**src/rtl/rx_block_sync_pkg.sv**
```systemverilog
// Shared definitions for the 64b/66b receive path: block-sync FSM states
// and the two legal sync-header encodings, reused by descrambler and TX.
package rx_block_sync_pkg;

  typedef enum logic [1:0] {
    HUNT      = 2'd0,
    SLIP_WAIT = 2'd1,
    LOCKED    = 2'd2
  } sync_state_t;

  localparam logic [1:0] SYNC_DATA = 2'b01;
  localparam logic [1:0] SYNC_CTRL = 2'b10;

  // A header is legal only when its two bits differ.
  function automatic logic isValidHeader(input logic [1:0] hdr);
    return (hdr == SYNC_DATA) || (hdr == SYNC_CTRL);
  endfunction

endpackage

```
**src/rtl/rx_block_sync.sv**
```systemverilog
// 64b/66b block synchroniser: hunts for sync-header alignment by asking the
// gearbox to slip one bit at a time, declares lock after a full window of
// good headers, and drops lock when too many bad headers appear in a window.
module rx_block_sync
  import rx_block_sync_pkg::*;
#(
  parameter int RX_DATA_WIDTH      = 64,
  parameter int SH_CNT_MAX         = 64,
  parameter int SH_INVALID_CNT_MAX = 16,
  parameter int SLIP_WAIT_CYCLES   = 32
) (
  input  logic                     clk,
  input  logic                     rst,
  input  logic [RX_DATA_WIDTH+1:0] data_in,
  input  logic                     data_in_valid,
  output logic                     slip,
  output logic                     block_lock,
  output logic [RX_DATA_WIDTH+1:0] data_out,
  output logic                     data_out_valid
);

  localparam int SH_CNT_W   = $clog2(SH_CNT_MAX + 1);
  localparam int INV_CNT_W  = $clog2(SH_INVALID_CNT_MAX + 1);
  localparam int WAIT_CNT_W = $clog2(SLIP_WAIT_CYCLES + 1);

  localparam logic [SH_CNT_W-1:0]   SH_CNT_LAST  = SH_CNT_W'(SH_CNT_MAX - 1);
  localparam logic [INV_CNT_W-1:0]  INV_CNT_LAST = INV_CNT_W'(SH_INVALID_CNT_MAX - 1);
  localparam logic [WAIT_CNT_W-1:0] WAIT_LOAD    = WAIT_CNT_W'(SLIP_WAIT_CYCLES);

  sync_state_t              state_q, state_d;
  logic [SH_CNT_W-1:0]      shCnt_q, shCnt_d;
  logic [INV_CNT_W-1:0]     shInvalidCnt_q, shInvalidCnt_d;
  logic [WAIT_CNT_W-1:0]    waitCnt_q, waitCnt_d;
  logic                     slip_q, slip_d;
  logic                     blockLock_q, blockLock_d;
  logic [RX_DATA_WIDTH+1:0] dataOut_q;
  logic                     dataOutValid_q;
  logic                     headerOk;

  assign headerOk = isValidHeader(data_in[RX_DATA_WIDTH+1:RX_DATA_WIDTH]);

  // Next-state logic: header evaluation, window/error counting and slip requests.
  always_comb begin
    state_d        = state_q;
    shCnt_d        = shCnt_q;
    shInvalidCnt_d = shInvalidCnt_q;
    waitCnt_d      = waitCnt_q;
    slip_d         = 1'b0;
    blockLock_d    = blockLock_q;

    case (state_q)
      HUNT: begin
        if (data_in_valid) begin
          if (!headerOk) begin
            slip_d    = 1'b1;
            shCnt_d   = '0;
            waitCnt_d = WAIT_LOAD;
            state_d   = SLIP_WAIT;
          end else if (shCnt_q == SH_CNT_LAST) begin
            state_d        = LOCKED;
            blockLock_d    = 1'b1;
            shCnt_d        = '0;
            shInvalidCnt_d = '0;
          end else begin
            shCnt_d = shCnt_q + SH_CNT_W'(1);
          end
        end
      end

      SLIP_WAIT: begin
        // The gearbox needs time to settle after a slip, so headers are ignored.
        if (waitCnt_q <= WAIT_CNT_W'(1)) begin
          waitCnt_d = '0;
          state_d   = HUNT;
        end else begin
          waitCnt_d = waitCnt_q - WAIT_CNT_W'(1);
        end
      end

      LOCKED: begin
        if (data_in_valid) begin
          // Reaching the error limit wins over a coincident window end.
          if (!headerOk && (shInvalidCnt_q == INV_CNT_LAST)) begin
            blockLock_d    = 1'b0;
            slip_d         = 1'b1;
            shCnt_d        = '0;
            shInvalidCnt_d = '0;
            waitCnt_d      = WAIT_LOAD;
            state_d        = SLIP_WAIT;
          end else if (shCnt_q == SH_CNT_LAST) begin
            shCnt_d        = '0;
            shInvalidCnt_d = '0;
          end else begin
            shCnt_d = shCnt_q + SH_CNT_W'(1);
            if (!headerOk) begin
              shInvalidCnt_d = shInvalidCnt_q + INV_CNT_W'(1);
            end
          end
        end
      end

      default: begin
        state_d     = HUNT;
        blockLock_d = 1'b0;
      end
    endcase
  end

  // State, counter and output registers, cleared by synchronous reset.
  always_ff @(posedge clk) begin
    if (rst) begin
      state_q        <= HUNT;
      shCnt_q        <= '0;
      shInvalidCnt_q <= '0;
      waitCnt_q      <= '0;
      slip_q         <= 1'b0;
      blockLock_q    <= 1'b0;
      dataOut_q      <= '0;
      dataOutValid_q <= 1'b0;
    end else begin
      state_q        <= state_d;
      shCnt_q        <= shCnt_d;
      shInvalidCnt_q <= shInvalidCnt_d;
      waitCnt_q      <= waitCnt_d;
      slip_q         <= slip_d;
      blockLock_q    <= blockLock_d;
      if (data_in_valid) begin
        dataOut_q <= data_in;
      end
      dataOutValid_q <= data_in_valid & blockLock_q;
    end
  end

  assign slip           = slip_q;
  assign block_lock     = blockLock_q;
  assign data_out       = dataOut_q;
  assign data_out_valid = dataOutValid_q;

endmodule

```
**config.mk**
```make
export PLATFORM = sky130hd
export DESIGN_NAME = rx_block_sync
export DESIGN_NICKNAME = d
export VERILOG_FILES = /design/src/rtl/rx_block_sync_pkg.sv /design/src/rtl/rx_block_sync.sv
export SDC_FILE = /design/constraint.sdc
export NUM_CORES = 1
export LEC_CHECK = 0
export ABC_AREA = 1
export CAP_MARGIN = 20
export CORE_UTILIZATION = 39
export DETAILED_ROUTE_END_ITERATION = 7
export PLACE_DENSITY = 0.79
export SYNTH_ARGS = -nofsm -noshare
export SYNTH_HDL_FRONTEND = slang
export SYNTH_SLANG_ARGS = --single-unit
```
**constraint.sdc**
```tcl
create_clock -name clk -period 1.4 [get_ports clk]
set_input_delay 0.14 -clock clk [delete_from_list [all_inputs] [get_ports clk]]
set_output_delay 0.14 -clock clk [all_outputs]
set_load 0.01 [all_outputs]
```
==> results of run 1 <==
[timing repair]
| action | 4_1_cts | 5_1_grt |
|---|---|---|
| pin swaps | 16 | 15 |
| buffers inserted | 3 | 3 |
| setup endpoints to repair | 39 | 68 |
| resized for setup | 31 | 79 |
[flip-flops by register name, indices dropped and copies added, names as in the netlist]
name	flops
block_lock	1
data_out	66
data_out_valid	1
shCnt_q	7
shInvalidCnt_q	5
slip	1
state_q	2
waitCnt_q	6
[through the flow]
stage          hold WS [ps]  instance area, um^2
6_report                180                 5750
3_3_place_gp            449                 5240
4_1_cts                 167                 5480
3_5_place_dp            454                 5240
2_1_floorplan           275                 3630
5_1_grt                 185                 5750
[cells in the mapped netlist]
cell,instances,area (um^2)
ha_1,5,62.6
nand3_1,18,90.1
inv_2,7,26.3
nand2_1,45,169
clkbuf_1,12,45.0
o22ai_1,1,6.26
xor2_1,4,35.0
buf_2,11,55.1
a21boi_0,1,7.51
dfxtp_1,89,1780
nor3_1,4,20.0
clkinv_1,1,3.75
nand4_1,4,25.0
nor3b_2,1,12.5
a21oi_2,1,8.76
nand3_2,3,30.0
buf_6,1,11.3
o21ai_0,67,335
xnor2_1,1,8.76
nand3b_2,1,11.3
nand2_2,6,37.5
nor2_2,7,43.8
or2_1,1,6.26
nor2_1,152,571
and3_1,1,6.26
inv_1,20,75.1
nor2_4,2,22.5
o21ai_1,4,20.0
a21oi_1,13,65.1
[cell type report]
class	count	area, um^2	share of cell area
sequential	89	1790	0.311
inverter	28	105	0.0183
timing repair buffer	165	1730	0.301
clock buffer	10	138	0.0239
multi-input combinational	342	1790	0.311
clock inverter	6	65.1	0.0113
tap	108	135	0.0235
[power by group through the flow]
stage                     clock, mW  combinational, mW  sequential [mW]
after floorplan                   0              0.889             3.01
after global placement            0               1.65             2.95
after detailed placement          0               1.70             2.96
after CTS                      1.86               1.76             2.90
after global routing           1.96               2.12             2.94
final                          1.82               1.93             2.91
[per-layer routing]
| layer | GRT usage | wire [um] | vias to the layer above |
|---|---|---|---|
| met4 | 0.0583 | 126 | 0 |
| met1 | 0.237 | 4030 | 1773 |
| met2 | 0.377 | 5250 | 126 |
| met3 | 0.0931 | 932 | 9 |
| li1 | - | - | 1837 |
| met5 | 0 | 0 | - |
[logic make-up (layout without fill, tap and decap cells)]
family,after synthesis,count (layout),share of synthesized area
adder cells (fa/ha/maj),5,5,0.0174
buffers and inverters,52,209,0.0603
AND/OR/NAND/NOR,245,245,0.291
flip-flops,89,89,0.496
AO/OA/AOI/OAI,87,87,0.123
XOR/XNOR,5,5,0.0122
[path summary, 6_finish.rpt]
check                                       from  slack (ps)                        end  depth (start not counted)
hold reg to reg          block_lock$_SDFFE_PP0P_         460  data_out_valid$_SDFF_PP0_                          2
setup / recovery  shInvalidCnt_q[1]$_SDFFE_PP0P_        -110  waitCnt_q[5]$_SDFFE_PP0P_                         11
hold / removal                     data_in_valid         180  data_out_valid$_SDFF_PP0_                          3
setup reg to reg  shInvalidCnt_q[1]$_SDFFE_PP0P_        -110  waitCnt_q[5]$_SDFFE_PP0P_                         11
[critical path: stages (launching register included)]
cell and delay (ps):
dfxtp_2 370, ha_4 150, nand2_4 50, nor2_4 100, ha_4 170, nand3b_4 150
nand3_2 90, nand2_2 100, nand2_4 90, nand2_2 60, nand2_1 40, nor2_1 90
==> results.ini, run 1 <==
[status]
outcome = finished, violations left
violations = design-rule violations, negative setup slack

[route]
drc_errors = 2
drt_iter0_markers = 169
drtAntennaViolNets = 0
wl_per_cell_um = 13.8
num_vias = 3745
first_pass_iters = 6
vias_per_cell = 5.01
routed_wirelength_um = 10300

[clock_network]
cts_buffers = 9
cts_tree = built
cts_num_sinks = 89
clock_latency_ps = 350
htreeDepth = 3
cts_buffer_depth = 2
cts_root_buf = clkbuf_8
path_clk_slew_ps = 90
postCtsHoldBufs = 0

[cells_and_area]
diodes = 0
fill_cells = 690
nets = 709
final_core_util = 0.653
drive_above_1_share = 0.170
finalNonFillerCells = 748
mostFrequentLayoutCell = nor2_1
layout_common_cells = nor2_1 (148), dfxtp_1 (85), clkdlybuf4s50_1 (70), o21ai_0 (67), dlymetal6s2s_1 (46)
syn2layout_area_growth_pct = 60.0

[timing]
slew_headroom = 0.731
setup_tns_ps = -762
tightest_slew_ps = 403
rsz0062_at_grt = yes
final-hold-violation-count = 0
post-route-min-period_ps = 1510
setup_ws_ps = -112
setup_violations = 14
min_period_over_period = 1.08
max_freq_mhz = 662
fin_worst_skew_ps = 6.77
finalMaxSlewViolations = 0

[power_and_ir_drop]
p_sw_frac = 0.322
power.share.clock = 0.273
p_sw_mw = 2.14
fin_total_pwr_mw = 6.65
p_comb_frac = 0.290
powerDensity_nw_per_um2 = 1160
p_seq_frac = 0.437
p_int_mw = 4.51
p_leak_nw = 3.05
peakVddDrop_v = 0.000771

[place]
io_buffers = 137
hpwlAfterDp_um = 7010
gp_congestion = 0.882
placed_cells = 726
pre_cts_ws_ps = -188

[logic_synthesis]
syn-instance-count = 483
syn_nets = 557
yosys_warnings = 0
ys_seq_area_frac = 0.496
synth.distinct_cells = 29
ys_ff_latch = 89
syn_area_um2 = 3590
avgSynthCellArea_um2 = 7.44

[grt]
grt_pass1_vias = 3731
gr-total-overflow = 0
grt_pass1_wl_um = 16800
gr-usage-all-layers = 0.215
antenna_found_initial = 0
grt_max_degree = 70

[floorplan]
rows = 34
ios = 138
fp.dieArea_um2 = 9600
die_y_um = 98.0
start_util = 0.408
fp.dieW_um = 98.0
core-area_um2 = 8810

[worst_hold_path]
hold_class = in2reg

[job]
maxCapViolations = 0

[setup_path]
cp.required_ps = 1690
arrival_ps = 1800
crit_type = reg2reg
crit_path_end_kind = register
worst_setup_path_start_kind = register
path_max_fanout = 6

Power figures use the tool's default switching activity.
==> run 2: changes to the inputs <==
CTS_CLUSTER_DIAMETER = 30   (was default)
REMOVE_ABC_BUFFERS = 1   (was default)
SKIP_CTS_REPAIR_TIMING = 1   (was default)
==> results.ini, run 2 (synthesized netlist as in run 1, its figures left out) <==
[status]
outcome = finished, violations left  ; unchanged
violations = design-rule violations, negative setup slack  ; unchanged

[route]
wl_met3_um = 987  ; was 932 um
wl_met1_um = 4070  ; was 4030 um
vias_per_cell = 5.00  ; was 5.01
routed_wirelength_um = 10400  ; was 10300 um
highest_layer = met4  ; unchanged
drtAntennaViolNets = 0  ; unchanged
drc_errors = 1  ; was 2
wl_per_cell_um = 13.9  ; was 13.8 um
first_pass_iters = 6  ; unchanged
drt_iter0_markers = 179  ; was 169
dr_wl_met2_um = 5150  ; was 5250 um
num_vias = 3738  ; was 3745

[clock_network]
htreeDepth = 3  ; unchanged
cts_buffer_depth = 2  ; unchanged
cts_buffers = 9  ; unchanged
cts_num_sinks = 89  ; unchanged
cts_root_buf = clkbuf_8  ; unchanged
clock_latency_ps = 350  ; about the same
path_clk_slew_ps = 90  ; about the same
cts_tree = built  ; unchanged

[floorplan]
die_y_um = 98.0  ; unchanged
rows = 34  ; unchanged
core-area_um2 = 8810  ; unchanged
ios = 138  ; unchanged
fp.dieArea_um2 = 9600  ; unchanged
fp.dieW_um = 98.0  ; unchanged
start_util = 0.408  ; unchanged

[power_and_ir_drop]
peakVddDrop_v = 0.000670  ; was 0.000771 V
p_leak_nw = 3.18  ; was 3.05 nW
powerDensity_nw_per_um2 = 1170  ; was 1160 nW/um^2

[timing]
fin_worst_skew_ps = 4.65  ; was 6.77 ps
final-hold-violation-count = 0  ; unchanged
post-route-min-period_ps = 1650  ; was 1510 ps
setup_violations = 21  ; was 14
slew_headroom = 0.737  ; was 0.731
min_period_over_period = 1.18  ; was 1.08
tightest_slew_ps = 393  ; was 403 ps
finalMaxSlewViolations = 0  ; unchanged
rsz0062_at_grt = yes  ; unchanged
max_freq_mhz = 605  ; was 662 MHz
setup_ws_ps = -252  ; was -112 ps

[cells_and_area]
multi_input_area_um2 = 1750  ; was 1790 um^2
nets = 710  ; was 709
finalNonFillerCells = 748  ; unchanged
largest_reg_flops = 66  ; unchanged
layout_common_cells = nor2_1 (146), dfxtp_1 (87), clkdlybuf4s50_1 (76), o21ai_0 (67), dlymetal6s2s_1 (60)  ; was nor2_1 (148), dfxtp_1 (85), clkdlybuf4s50_1 (70), o21ai_0 (67), dlymetal6s2s_1 (46)
drive_above_1_share = 0.167  ; was 0.170
mostFrequentLayoutCell = nor2_1  ; unchanged
fill_cells = 671  ; was 690
final-seq-area_um2 = 1780  ; was 1790 um^2
diodes = 0  ; unchanged
syn2layout_area_growth_pct = 61.1  ; was 60.0%

[worst_hold_path]
hold_class = in2reg  ; unchanged

[place]
placed_cells = 728  ; was 726
io_buffers = 137  ; unchanged
hpwlAfterDp_um = 6950  ; was 7010 um
gp_congestion = 0.827  ; was 0.882
pre_cts_ws_ps = -240  ; was -188 ps

[setup_path]
crit_path_end_kind = register  ; unchanged
cp.required_ps = 1700  ; was 1690 ps
worst_setup_path_start_kind = register  ; unchanged
arrival_ps = 1950  ; was 1800 ps
crit_chain = ha_4 > nand2_4 > nor2_4 > ha_2 > buf_6 > nand3_4 > nand2_4 > nand3_2 > nor2_2 > nor2_1 > nor2_1  ; was ha_4 > nand2_4 > nor2_4 > ha_4 > nand3b_4 > nand3_2 > nand2_2 > nand2_4 > nand2_2 > nand2_1 > nor2_1
crit_type = reg2reg  ; unchanged
path_max_fanout = 7  ; was 6
cp_slowest_cell = dfxtp_2  ; unchanged
cp.buffers_inverters = 1  ; was 0
slowest_delay_ps = 370  ; about the same
cp_top_family = simple AND/OR/NAND/NOR gates  ; unchanged

[grt]
gr-usage-all-layers = 0.213  ; was 0.215
antenna_found_initial = 0  ; unchanged
grt_pass1_vias = 3778  ; was 3731
grt_max_degree = 70  ; unchanged
grt_pass1_wl_um = 16700  ; was 16800 um
gr-total-overflow = 0  ; unchanged

[job]
maxCapViolations = 0  ; unchanged

[run 2: layer usage]
metal,GRT usage,vias to the layer above
met4,0.0816,0
met1,0.233,1752
li1,-,1844
met5,0,-
met3,0.0923,17
met2,0.365,125
[run 2: path summary, 6_finish.rpt]
check | cells after the start | startpoint | endpoint | slack, ps
min | 4 | data_in_valid | shCnt_q[1]$_SDFFE_PP0P_ | 220
max | 11 | shInvalidCnt_q[1]$_SDFFE_PP0P_ | state_q[0]$_SDFFE_PP0P_ | -250
min reg2reg | 2 | shCnt_q[6]$_SDFFE_PP0P_ | shCnt_q[6]$_SDFFE_PP0P_ | 480
max reg2reg | 11 | shInvalidCnt_q[1]$_SDFFE_PP0P_ | state_q[0]$_SDFFE_PP0P_ | -250
[run 2: area by class of cell]
| class | count | share of cell area |
|---|---|---|
| flip-flops and latches | 89 | 0.308 |
| multi-input cells | 342 | 0.303 |
| clock inverters | 5 | 0.0138 |
| inverters | 28 | 0.0182 |
| repair buffers | 166 | 0.310 |
| clock buffers | 10 | 0.0238 |
| well taps | 108 | 0.0233 |
[run 2: where the power goes]
| part | switching, mW | internal, mW | leakage [nW] | total (mW) |
|---|---|---|---|---|
| logic | 1.02 | 0.908 | 2.34 | 1.93 |
| clock network | 0.914 | 1.04 | 0.104 | 1.96 |
| registers | 0.165 | 2.74 | 0.737 | 2.90 |
[run 2: worst register-to-register path, cell delays in order, from the launching register on]
cell	delay, ps
dfxtp_2	370
ha_4	160
nand2_4	60
nor2_4	110
ha_2	200
buf_6	110
nand3_4	80
nand2_4	130
nand3_2	90
nor2_2	130
nor2_1	60
nor2_1	100
[run 2: metrics by stage]
step                TNS [ps]  utilization  total power [mW]  hold slack, ps  cell area, um^2
CTS                    -3630        0.617              6.59             238             5430
finish                 -3060        0.657              6.79             224             5790
global route           -4590        0.657              7.15             258             5790
detailed placement     -3230        0.592              4.65             454             5210
floorplan               -804            -              3.81             202             3480
global placement       -2010        0.592              4.59             450             5210
==> run 3: changes to the inputs <==
CAP_MARGIN = 10   (was 20)
CORE_UTILIZATION = 44   (was 39)
PLACE_DENSITY = 0.84   (was 0.79)
clock period = 1.8 ns   (was 1.4 ns; I/O delays follow)
==> results.ini, run 3 (synthesized netlist as in run 1, its figures left out) <==
[clock_network]
path_clk_slew_ps = 90  ; about the same
htreeDepth = 3  ; unchanged
cts_buffers = 9  ; unchanged
cts_tree = built  ; unchanged
clock_latency_ps = 350  ; about the same
cts_num_sinks = 89  ; unchanged
cts_root_buf = clkbuf_8  ; unchanged
cts_buffer_depth = 2  ; unchanged

[floorplan]
start_util = 0.460  ; was 0.408
die_y_um = 92.4  ; was 98.0 um
fp.dieArea_um2 = 8530  ; was 9600 um^2
fp.dieW_um = 92.4  ; was 98.0 um
rows = 32  ; was 34
core-area_um2 = 7810  ; was 8810 um^2
ios = 138  ; unchanged

[route]
wl_per_cell_um = 13.8  ; was 13.9 um
drc_errors = 0  ; was 1
first_pass_iters = 5  ; was 6
drt_iter0_markers = 162  ; was 179
drtAntennaViolNets = 0  ; unchanged
num_vias = 3611  ; was 3738
routed_wirelength_um = 9910  ; was 10400 um
vias_per_cell = 5.02  ; was 5.00

[setup_path]
crit_path_frequent_cell = nor2_1
path_max_fanout = 7  ; unchanged
reg2reg_slack_ps = 160  ; was -250 ps
cp_top_family = simple AND/OR/NAND/NOR gates  ; unchanged
r2r_cells = 10  ; was 11
cp_slowest_cell = dfxtp_4  ; was dfxtp_2
crit_path_end_kind = register  ; unchanged
cp.required_ps = 2080  ; was 1700 ps
crit_type = reg2reg  ; unchanged
arrival_ps = 1920  ; was 1950 ps
cp.buffers_inverters = 0  ; was 1
worst_setup_path_start_kind = register  ; unchanged
slowest_delay_ps = 370  ; about the same
crit_chain = ha_1 > nand2_1 > nor2_1 > ha_2 > nand3_1 > nand2_2 > nand3_1 > nor2_1 > nor2_1 > nor2_1  ; was ha_4 > nand2_4 > nor2_4 > ha_2 > buf_6 > nand3_4 > nand2_4 > nand3_2 > nor2_2 > nor2_1 > nor2_1
r2r-end = state_q[0]$_SDFFE_PP0P_  ; unchanged
r2r-start = shInvalidCnt_q[0]$_SDFFE_PP0P_  ; was shInvalidCnt_q[1]$_SDFFE_PP0P_

[worst_hold_path]
hold_depth = 2  ; was 4
holdCritStartpoint = data_in_valid  ; unchanged
hold_end = data_out[64]$_SDFFE_PP0P_  ; was shCnt_q[1]$_SDFFE_PP0P_
hold_class = in2reg  ; unchanged

[cells_and_area]
drive_above_1_share = 0.0906  ; was 0.167
largest_reg_flops = 66  ; unchanged
diodes = 0  ; unchanged
syn2layout_area_growth_pct = 47.4  ; was 61.1%
layout_common_cells = nor2_1 (152), clkdlybuf4s50_1 (136), dfxtp_1 (87), o21ai_0 (67), nand2_1 (45)  ; was nor2_1 (146), dfxtp_1 (87), clkdlybuf4s50_1 (76), o21ai_0 (67), dlymetal6s2s_1 (60)
nets = 687  ; was 710
mostFrequentLayoutCell = nor2_1  ; unchanged

[timing]
finalMaxSlewViolations = 0  ; unchanged
tightest_slew_ps = 542  ; was 393 ps
min_period_over_period = 0.912  ; was 1.18
fin_worst_skew_ps = 7.41  ; was 4.65 ps
setup_ws_ps = 158  ; was -252 ps
setup_violations = 0  ; was 21
post-route-min-period_ps = 1640  ; was 1650 ps
slew_headroom = 0.638  ; was 0.737
rsz0062_at_grt = no  ; was yes
final-hold-violation-count = 0  ; unchanged
max_freq_mhz = 609  ; was 605 MHz
setup_tns_ps = 0  ; was -3060 ps

[power_and_ir_drop]
p_sw_frac = 0.312  ; was 0.309
power.share.clock = 0.292  ; was 0.288
p_sw_mw = 1.55  ; was 2.10 mW
powerDensity_nw_per_um2 = 939  ; was 1170 nW/um^2
peakVddDrop_v = 0.000714  ; was 0.000670 V
fin_total_pwr_mw = 4.97  ; was 6.79 mW
p_int_mw = 3.42  ; was 4.69 mW
p_comb_frac = 0.253  ; was 0.284
p_seq_frac = 0.455  ; was 0.428
p_leak_nw = 2.17  ; was 3.18 nW

[place]
gp_congestion = 0.798  ; was 0.827
pre_cts_ws_ps = 114  ; was -240 ps
io_buffers = 137  ; unchanged
hpwlAfterDp_um = 6880  ; was 6950 um

[grt]
gr-total-overflow = 0  ; unchanged
gr-usage-all-layers = 0.241  ; was 0.213
antenna_found_initial = 0  ; unchanged
grt_max_degree = 68  ; was 70
grt_pass1_wl_um = 16400  ; was 16700 um
grt_pass1_vias = 3619  ; was 3778

[job]
maxCapViolations = 0  ; unchanged

[status]
outcome = complete, no violations  ; was finished, violations left

run 3: worst max path at each step:
stage                                        start                        endpoint  slack [ps]  depth (start not counted)
finish              shInvalidCnt_q[0]$_SDFFE_PP0P_         state_q[0]$_SDFFE_PP0P_         160                         10
CTS                 shInvalidCnt_q[0]$_SDFFE_PP0P_         shCnt_q[0]$_SDFFE_PP0P_          80                         10
global placement                       data_in[64]  shInvalidCnt_q[2]$_SDFFE_PP0P_         190                         11
floorplan           shInvalidCnt_q[0]$_SDFFE_PP0P_         shCnt_q[0]$_SDFFE_PP0P_         250                         10
detailed placement  shInvalidCnt_q[0]$_SDFFE_PP0P_         shCnt_q[0]$_SDFFE_PP0P_         110                         10
global route        shInvalidCnt_q[0]$_SDFFE_PP0P_         state_q[0]$_SDFFE_PP0P_           2                         10
run 3: power groups by stage:
stage               Sequential (mW)  Combinational, mW  Clock (mW)
CTS                            2.26               1.23        1.48
global placement               2.29               1.19           0
finish                         2.26               1.26        1.45
detailed placement             2.30               1.22           0
floorplan                      2.33              0.635           0
global route                   2.29               1.40        1.56
run 3: final cells by class:
type | count | area (um^2)
inverters | 28 | 105
clock buffers | 10 | 138
well taps | 102 | 128
multi-input cells | 342 | 1610
fillers | 617 | 2510
flip-flops and latches | 89 | 1790
clock inverters | 6 | 75.1
repair buffers | 143 | 1450
run 3: through the flow:
stage,utilization,hold slack [ps],area (um^2),cells
after global routing,0.678,181,5300,720
after floorplan,-,242,3480,459
after CTS,0.674,181,5260,719
final,0.678,191,5300,720
after detailed placement,0.647,459,5050,703
after global placement,0.647,447,5050,703
run 3: routing by layer:
| metal | GRT usage | routed length, um | vias to the layer above |
|---|---|---|---|
| met5 | 0 | 0 | - |
| met4 | 0.116 | 311 | 0 |
| met3 | 0.0895 | 797 | 30 |
| met2 | 0.397 | 4790 | 115 |
| met1 | 0.274 | 4020 | 1669 |
| li1 | - | - | 1797 |
